## config.mk

```make
export PLATFORM = sky130hd
export DESIGN_NAME = mem_ctrl
export DESIGN_NICKNAME = d
export VERILOG_FILES = /design/src/rtl/mem_ctrl.sv
export SDC_FILE = /design/constraint.sdc
export NUM_CORES = 1
export LEC_CHECK = 0
export ABC_AREA = 1
export ABC_CLOCK_PERIOD_IN_PS = 3800
export CAP_MARGIN = 25
export CORE_MARGIN = 4
export CORE_UTILIZATION = 30
export CTS_CLUSTER_DIAMETER = 80
export DETAILED_ROUTE_END_ITERATION = 10
export PLACE_DENSITY = 0.56
export SYNTH_ARGS = -nofsm -noshare
export SYNTH_HDL_FRONTEND = slang
export SYNTH_SLANG_ARGS = --single-unit
export TNS_END_PERCENT = 20
```

## constraint.sdc

```tcl
create_clock -name clk -period 3.8 [get_ports clk]
set_clock_uncertainty 0.1 [all_clocks]
set_input_delay 0.76 -clock clk [delete_from_list [all_inputs] [get_ports clk]]
set_output_delay 0.76 -clock clk [all_outputs]
set_load 0.02 [all_outputs]
```

## src/rtl/mem_ctrl.sv

```systemverilog
// mem_ctrl: byte-serial RAM controller for data and fetch ports; MEMCTRL_ALIGN_CHK_EN adds misalignment trapping
module mem_ctrl #(
  parameter int ADDR_WIDTH = 32
) (
  input  logic                  clk,
  input  logic                  rst,
  input  logic                  rdy,
  input  logic [1:0]            mre_i,
  input  logic                  mrsign_i,
  input  logic [1:0]            mwe_i,
  input  logic [31:0]           mwdata_i,
  input  logic [ADDR_WIDTH-1:0] ma_i,
  output logic                  busy_o,
  output logic [31:0]           data_o,
  output logic                  done_o,
  input  logic                  if_re_i,
  input  logic [ADDR_WIDTH-1:0] if_addr_i,
  output logic [31:0]           if_data_o,
  output logic                  if_done_o,
`ifdef MEMCTRL_ALIGN_CHK_EN
  output logic                  misalign_o,
`endif
  output logic [ADDR_WIDTH-1:0] ram_a_o,
  output logic [7:0]            ram_dout_o,
  output logic                  ram_wr_o,
  input  logic [7:0]            ram_din_i
);
  typedef enum logic [1:0] {IDLE, WRITE, READ, DONE} state_t;
  state_t state, state_nxt;
  logic [2:0] cnt, len, acc_n;
  logic [1:0] sz, acc_sz, idx;
  logic [ADDR_WIDTH-1:0] base, acc_a;
  logic [31:0] wdata, rbuf, buf_nxt, ext;
  logic sign, fetch, req_w, req_r, acc, acc_f, acc_mis;
  assign req_w  = |mwe_i;
  assign req_r  = |mre_i;
  assign acc    = state == IDLE && (req_w || req_r || if_re_i);
  assign acc_f  = !(req_w || req_r);
  assign acc_sz = req_w ? mwe_i : req_r ? mre_i : 2'b11;
  assign acc_a  = acc_f ? if_addr_i : ma_i;
  assign acc_n  = acc_sz == 2'b01 ? 3'd1 : acc_sz == 2'b10 ? 3'd2 : 3'd4;
  assign idx    = cnt[1:0] - 2'd1;
`ifdef MEMCTRL_ALIGN_CHK_EN
  logic mis;
  assign acc_mis    = acc_sz == 2'b10 ? acc_a[0] : acc_sz == 2'b11 && acc_a[1:0] != 2'b00;
  assign misalign_o = state == DONE && mis;
  always_ff @(posedge clk) begin
    if (rst) mis <= 1'b0;
    else if (rdy && acc) mis <= acc_mis;
  end
`else
  assign acc_mis = 1'b0;
`endif
  always_ff @(posedge clk) begin
    if (rst) state <= IDLE;
    else if (rdy) state <= state_nxt;
  end
  always_comb begin
    state_nxt  = state == IDLE  ? (acc ? (acc_mis ? DONE : req_w ? WRITE : READ) : IDLE)
               : state == WRITE ? (cnt == len - 3'd1 ? DONE : WRITE)
               : state == READ  ? (cnt == len ? DONE : READ)
               : IDLE;
    busy_o     = state == WRITE || state == READ;
    done_o     = state == DONE && !fetch;
    if_done_o  = state == DONE && fetch;
    ram_wr_o   = state == WRITE && rdy;
    ram_dout_o = state == WRITE ? wdata[{cnt[1:0], 3'b000} +: 8] : 8'h00;
    // While stalled, re-present the previous address so ram_din_i still carries the byte awaiting capture
    ram_a_o    = busy_o ? base + ADDR_WIDTH'(rdy || cnt == 3'd0 ? cnt : cnt - 3'd1) : '0;
    buf_nxt    = rbuf;
    if (state == READ && cnt != 3'd0) buf_nxt[{idx, 3'b000} +: 8] = ram_din_i;
    ext        = sz == 2'b01 ? {{24{sign & buf_nxt[7]}}, buf_nxt[7:0]}
               : sz == 2'b10 ? {{16{sign & buf_nxt[15]}}, buf_nxt[15:0]}
               : buf_nxt;
  end
  always_ff @(posedge clk) begin
    if (rst) begin
      cnt       <= '0;
      len       <= '0;
      sz        <= '0;
      base      <= '0;
      wdata     <= '0;
      rbuf      <= '0;
      sign      <= 1'b0;
      fetch     <= 1'b0;
      data_o    <= '0;
      if_data_o <= '0;
    end else if (rdy) begin
      cnt  <= busy_o ? cnt + 3'd1 : 3'd0;
      rbuf <= buf_nxt;
      if (acc) begin
        base  <= acc_a;
        sz    <= acc_sz;
        len   <= acc_n;
        wdata <= mwdata_i;
        sign  <= mrsign_i;
        fetch <= acc_f;
        rbuf  <= '0;
      end
      if (state == READ && cnt == len) begin
        if (fetch) if_data_o <= buf_nxt;
        else data_o <= ext;
      end
      if (acc && acc_mis) begin
        if (acc_f) if_data_o <= '0;
        else data_o <= '0;
      end
    end
  end
endmodule

```

Word level (Yosys, flattened, before mapping)
Index checks and enable logic that the tools add are counted.
Widths: inputs -> output; s select.

word-level totals
  bits in registers = 172
  bits of input ports = 113
  output and inout port bits = 108
  logic and storage cells = 73

cells by class
  add/sub/neg operators = 6
  equality and inequality tests = 9
  shifts and indexed selects = 3
  mux-type cells = 21
  bitwise gates (word level) = 3
  reduce and logical (&&, ||, !) cells = 20

operator list
  operator                number
  $mux 32                 7
  $add 32x32->32          1
  $bwmux 32               1
  $shift 8x7->32 const A  1
  $shiftx 32x6->8         1
  $shiftx 8x7->32         1
  $mux 2                  8
  $mux 3                  3
  $eq 2x2->1 const B      4
  $mux 8                  1
  $neg 5->7               1
  $eq 2x1->1 const B      3
  $eq 3x3->1              2
  $logic_and 1x1->1       6
  $reduce_and 3->1        2
  $logic_or 1x1->1        4
  $reduce_or 2->1         2
  $sub 3x1->4 const B     1
  $add 3x1->3 const B     1
  $logic_not 3->1         1
  $reduce_bool 3->1       1
  $sub 3x1->3 const B     1
  $and 1x1->1             2
  $logic_not 1->1         2
  other kinds (5)         5

Depth between registers and ports, before layout
  word-level depth = 8
  gate-level depth with buffers = 24
  mapped depth without buffers = 20

Worst setup path before layout
No wires, ideal clock.

  path kind = register to output
  start = reg cnt[0]
  end = out ram_a_o[14]
  data arrival time = 3502 ps
  required time = 2940 ps
  path slack = -562 ps
  cell stages (with the launch flop) = 23
  buffers on the path = 4
  cell sequence = dfxtp_1 buf_2 clkinv_1 clkbuf_1 ha_1 nand2_4 nand2_4 inv_2 buf_6 buf_6 nand2_1 xor2_1 ha_1 nand2_1 nand2_1 nand2_1 nand2_1 nand2_1 nand2_1 nand2_1 nand2_2 nor2_1 nor3b_1

on the way
  word-level cells in the longest chain between the ends = 5
  elaborated cells on any way between the ends = 6
  classes of those cells = 2 x add/sub; 2 x mux; 2 x reduce/logical

ends and longest elaborated chain
  item                                                 RTL line  RTL
  start, declared                                      30        logic [2:0] cnt, len, acc_n;
  start signal, assigned                               89        cnt <= busy_o ? cnt + 3'd1 : 3'd0;
  branches (longest 2 deep; another with $sub 3x1->4)  -
  $mux 32 (*)                                          69        ram_a_o = busy_o ? base + ADDR_WIDTH'(rdy || cnt == 3'd0 ? cnt : cnt - 3'd1) : '0;
  $add 32x32->32 (*)                                   69
  $mux 32 (*)                                          69
  end, declared                                        23        output logic [ADDR_WIDTH-1:0] ram_a_o,

Mark *: on every way between the ends.

Worst setup path in the final report
  start = reg cnt[0]
  end = out ram_a_o[27]

Same word-level chain as after synthesis.

==> results.md <==
Setup path:
- Among cell families on the critical path, the largest total delay comes from simple AND/OR/NAND/NOR gates.
- Traced cell by cell, the critical path runs through clkinv_4 -> ha_4 -> nand2_4 -> nand2_4 -> inv_2 -> nand2_1 -> xor2_1 -> ha_1 -> nand3_1 -> nand3_2 -> buf_4 -> buf_4 -> nand3_1 -> nand2_2 -> nand2_2 -> buf_4 -> a21oi_1 -> nor2_1 -> buf_4.
- For this run, the slowest stage of the critical path takes 360 ps.
- Data on the critical path is required at its endpoint by just under 3000 ps.
- The combined buffer and inverter count along the critical path is 6.
- STA classifies the critical path startpoint as a flop.
- By instance count, the cell type seen most on the critical path is sky130_fd_sc_hd__buf_4.
- The setup path with the least slack is of type flop to output port.
- The top fanout value on the critical path is 4.
- The data arrival at the endpoint of the critical path is 3000 ps.
- The worst setup path is captured at an output port.
- Among all stages on the critical path, the largest delay is contributed by sky130_fd_sc_hd__dfxtp_4.

Logic synthesis:
- The synthesized area divided by synthesized cell count is about 6.4 um^2.
- The count of state elements after synthesis is 172.
- The most common flop cell mapped by yosys is sky130_fd_sc_hd__dfxtp_1.
- Synthesis instantiated 44 different standard cells from the library.
- The adder-cell share of the synthesized area is 0.0252.
- For this run, the register share of the synthesized area comes to 0.337.
- The post-synthesis share of cell area spent on and, or, nand and nor gates is 0.299.
- The net count of the mapped netlist is ~1700.
- The multiplexer area fraction after synthesis is 0.
- After synthesis, the share of flip-flops with an asynchronous set or reset is 0.
- The number of enable-type register cells in the synthesized netlist is 0.
- In this run the cell area of the synthesized design comes to 10200 um^2.
- After synthesis, the largest family of logic cells by area is simple AND/OR/NAND/NOR gates.
- The share of the synthesized area in compound gates (AO/OA/AOI/OAI) is 0.226.
- Of the total synthesized cell area, the portion taken by XOR and XNOR cells is 0.00856.
- The number of instances in the synthesized netlist is between 1500 and 2000.
- The warning count from the yosys run is 0.

Layout:
- The synthesis-to-finish area growth is 40.6%.
- The layout cell share with drive strength beyond 1 is 0.157.
- The commonest non-fill, non-tap cell in the layout is sky130_fd_sc_hd__nand2_1.
- Summing all multi-input logic gate instances after layout gives 6040 um^2.
- The finished layout holds 2338 standard cells, fillers aside.
- At the end of the flow, the number of nets in the layout was between 2000 and 2500.
- The top cell types in the final layout, fill and taps aside, are sky130_fd_sc_hd__nand2_1 (404), sky130_fd_sc_hd__clkdlybuf4s50_1 (187), sky130_fd_sc_hd__dfxtp_1 (171).
- Fill cells in the final layout number 3556.
- The final cell area excluding filler cells is 14400 um^2.
- The register area is 3450 um^2.

Placed design:
- The cell area reported after detailed placement is 13500 um^2.
- Routability-driven placement finished with a final weighted congestion of about 0.92.
- In this run, placement finished with an instance count of between 2000 and 2500.
- Port buffering added 220 buffers.
- Detailed placement ended at an HPWL of 27900 um.
- At the placement stage, the worst setup path has a slack of -864 ps.

CTS:
- The clock slew seen by the registers of the worst setup and hold paths is 70 ps.
- The TritonCTS clock tree is done.
- No sink is reached through more buffers than the 2 on the longest clock path.
- The number of buffers inserted during clock tree synthesis is 17.
- The clock latency at the later pin of the worst-skew pair is approximately 450 ps.
- The number of H-tree levels is 4.
- After clock tree synthesis, the flow added hold-fix buffers numbering 0.
- The buffer type at the clock tree root is sky130_fd_sc_hd__clkbuf_16.
- Clock tree synthesis found a total of 172 sinks.

Floorplan:
- In this run the vertical extent of the chip is ~190 um.
- The die area is 37100 um^2.
- The initial core utilization is 0.304.
- The floorplan step set the die width to 193 um.
- The site row count is 67.
- The area of the core is approximately 34000 um^2.
- Pin placement for this block handled between 200 and 250 I/O pins.

Detailed routing:
- In this run, the number of DRC markers left after iteration 0 of detailed routing was 871.
- For this run, design rule violations remaining after detail routing come to 0.
- The number of iterations in the first detailed-routing pass is 5.
- In this run the remaining antenna-violating nets after routing total 0.
- The wire length after detailed routing is ~38000 um.
- The number of vias after detailed routing is 11467.
- Using the TritonRoute via totals, the vias-per-cell ratio works out to 4.90.
- In the final routed layout, each cell accounts on average for 16.1 um.

STA:
- The headroom to the max-slew limit is 0.417.
- The slack of the critical path is -57.4 ps.
- The max-slew violation count is 0.
- The minimum period implied by the final worst setup slack is around 3900 ps.
- Setup repair after global routing could not meet its margin everywhere.
- The final hold violation count is 0.
- The number of failing setup endpoints in the final timing report is 2.
- The highest clock rate is 259 MHz.
- In the finished design, the share of the clock period the worst path needs comes to 1.02.
- The pin slew with the least headroom to its limit is 873 ps.

Global route:
- The number of global-route vias before repair is approximately 11000.
- Entering global routing, the biggest net connects 66 pins.
- The initial antenna violation count is 1.
- In the global route stage, overall resource usage came out at 0.197.
- Summed over all layers, the global routing overflow is 0.
- The first global-routing pass estimated 57700 um of wire.

Run status:
- The flow ran to the end, but the final reports show violations.
- The checks that failed: setup timing.

Power and ir drop:
- The leakage power is a little over 6 nW.
- VDD sags by at most 0.329 mV.
- The cell area power density is 340 nW/um^2.

Flow run:
- The tool flagged a number of max-cap violations equal to 0.

Worst hold path:
- The worst hold path belongs to the class flop to flop.
==> cell usage after synthesis, types with 8 or more instances <==
cell,instances,area share
sky130_fd_sc_hd__ha_1,19,0.023
sky130_fd_sc_hd__a41oi_1,23,0.020
sky130_fd_sc_hd__inv_1,148,0.054
sky130_fd_sc_hd__buf_6,10,0.011
sky130_fd_sc_hd__buf_2,25,0.012
sky130_fd_sc_hd__dfxtp_1,172,0.34
sky130_fd_sc_hd__nand3_1,94,0.046
sky130_fd_sc_hd__o21ai_0,161,0.079
sky130_fd_sc_hd__nand4_1,12,0.0073
sky130_fd_sc_hd__clkbuf_1,52,0.019
sky130_fd_sc_hd__o211ai_1,8,0.0059
sky130_fd_sc_hd__a31oi_1,40,0.024
sky130_fd_sc_hd__o21a_1,8,0.0059
sky130_fd_sc_hd__inv_2,11,0.0040
sky130_fd_sc_hd__and2_1,10,0.0061
sky130_fd_sc_hd__nor2_2,8,0.0049
sky130_fd_sc_hd__a21oi_1,164,0.080
sky130_fd_sc_hd__nand2_2,12,0.0073
sky130_fd_sc_hd__nor2_1,148,0.054
sky130_fd_sc_hd__nand2_1,432,0.16
==> sequential cells by signal, summed over array words and instances, names as in the netlist <==
name       count
if_data_o     32
fetch          1
data_o        32
state          2
wdata         32
sz             2
sign           1
cnt            3
rbuf          32
len            3
base          32
==> through the flow <==
stage	power, mW	setup TNS, ps	util	hold slack (ps)
CTS	4.89	-16.5	0.422	355
floorplan	2.64	0	-	330
detailed placement	3.18	-21020	0.403	344
finish	4.89	-59.4	0.428	354
global placement	3.17	-19870	0.403	341
global route	5.14	-3390	0.428	377
==> cells by family (layout without fill, tap and decap cells) <==
kind of cell | after synthesis | in the layout
adders and majority gates | 20 | 20
and+or+nand+nor | 733 | 733
xor gates and xnor gates | 10 | 10
DFF | 172 | 172
buffers and inverters | 253 | 535
other | 0 | 1
AOI/OAI and AO/OA | 419 | 419
==> worst min-delay path: cells and delay by family, from the launching register on <==
kind                   cells  cell delay [ps]
buffers and inverters      1               60
AOI/OAI and AO/OA          1               50
DFF                        1              300
==> power breakdown <==
group | switching [mW] | internal (mW)
clock network | 0.799 | 0.902
registers | 0.0681 | 1.88
logic | 0.722 | 0.514
total | 1.59 | 3.30
==> per-layer routing <==
layer | part of all wire | global-route usage
met5 | 0 | 0
met4 | 0.015 | 0.0494
met3 | 0.049 | 0.0358
met2 | 0.50 | 0.347
met1 | 0.44 | 0.249
==> final timing paths <==
check | start | end | slack (ps) | depth (start not counted)
setup / recovery | cnt[0] | ram_a_o[27] | -60 | 19
hold / removal | wdata[14] | wdata[14] | 350 | 2
setup reg to reg | cnt[0] | data_o[29] | 940 | 14
hold reg to reg | wdata[14] | wdata[14] | 350 | 2
==> what timing repair did <==
item | 4_1_cts | 5_1_grt
pin swaps | 16 | 27
setup endpoints to repair | 30 | 29
hold endpoints to repair | 0 | 0
setup buffers | 6 | 5
resized for setup | 149 | 63
==> cell type report <==
class / count / share of cell area
flip-flops and latches: 172 / 0.240
repair buffers: 340 / 0.219
clock buffers: 23 / 0.0332
multi-input cells: 1182 / 0.420
clock inverters: 9 / 0.00548
well taps: 448 / 0.0390
diodes: 1 / 0.000174
inverters: 163 / 0.0434
(Power assumes the default switching activity.)
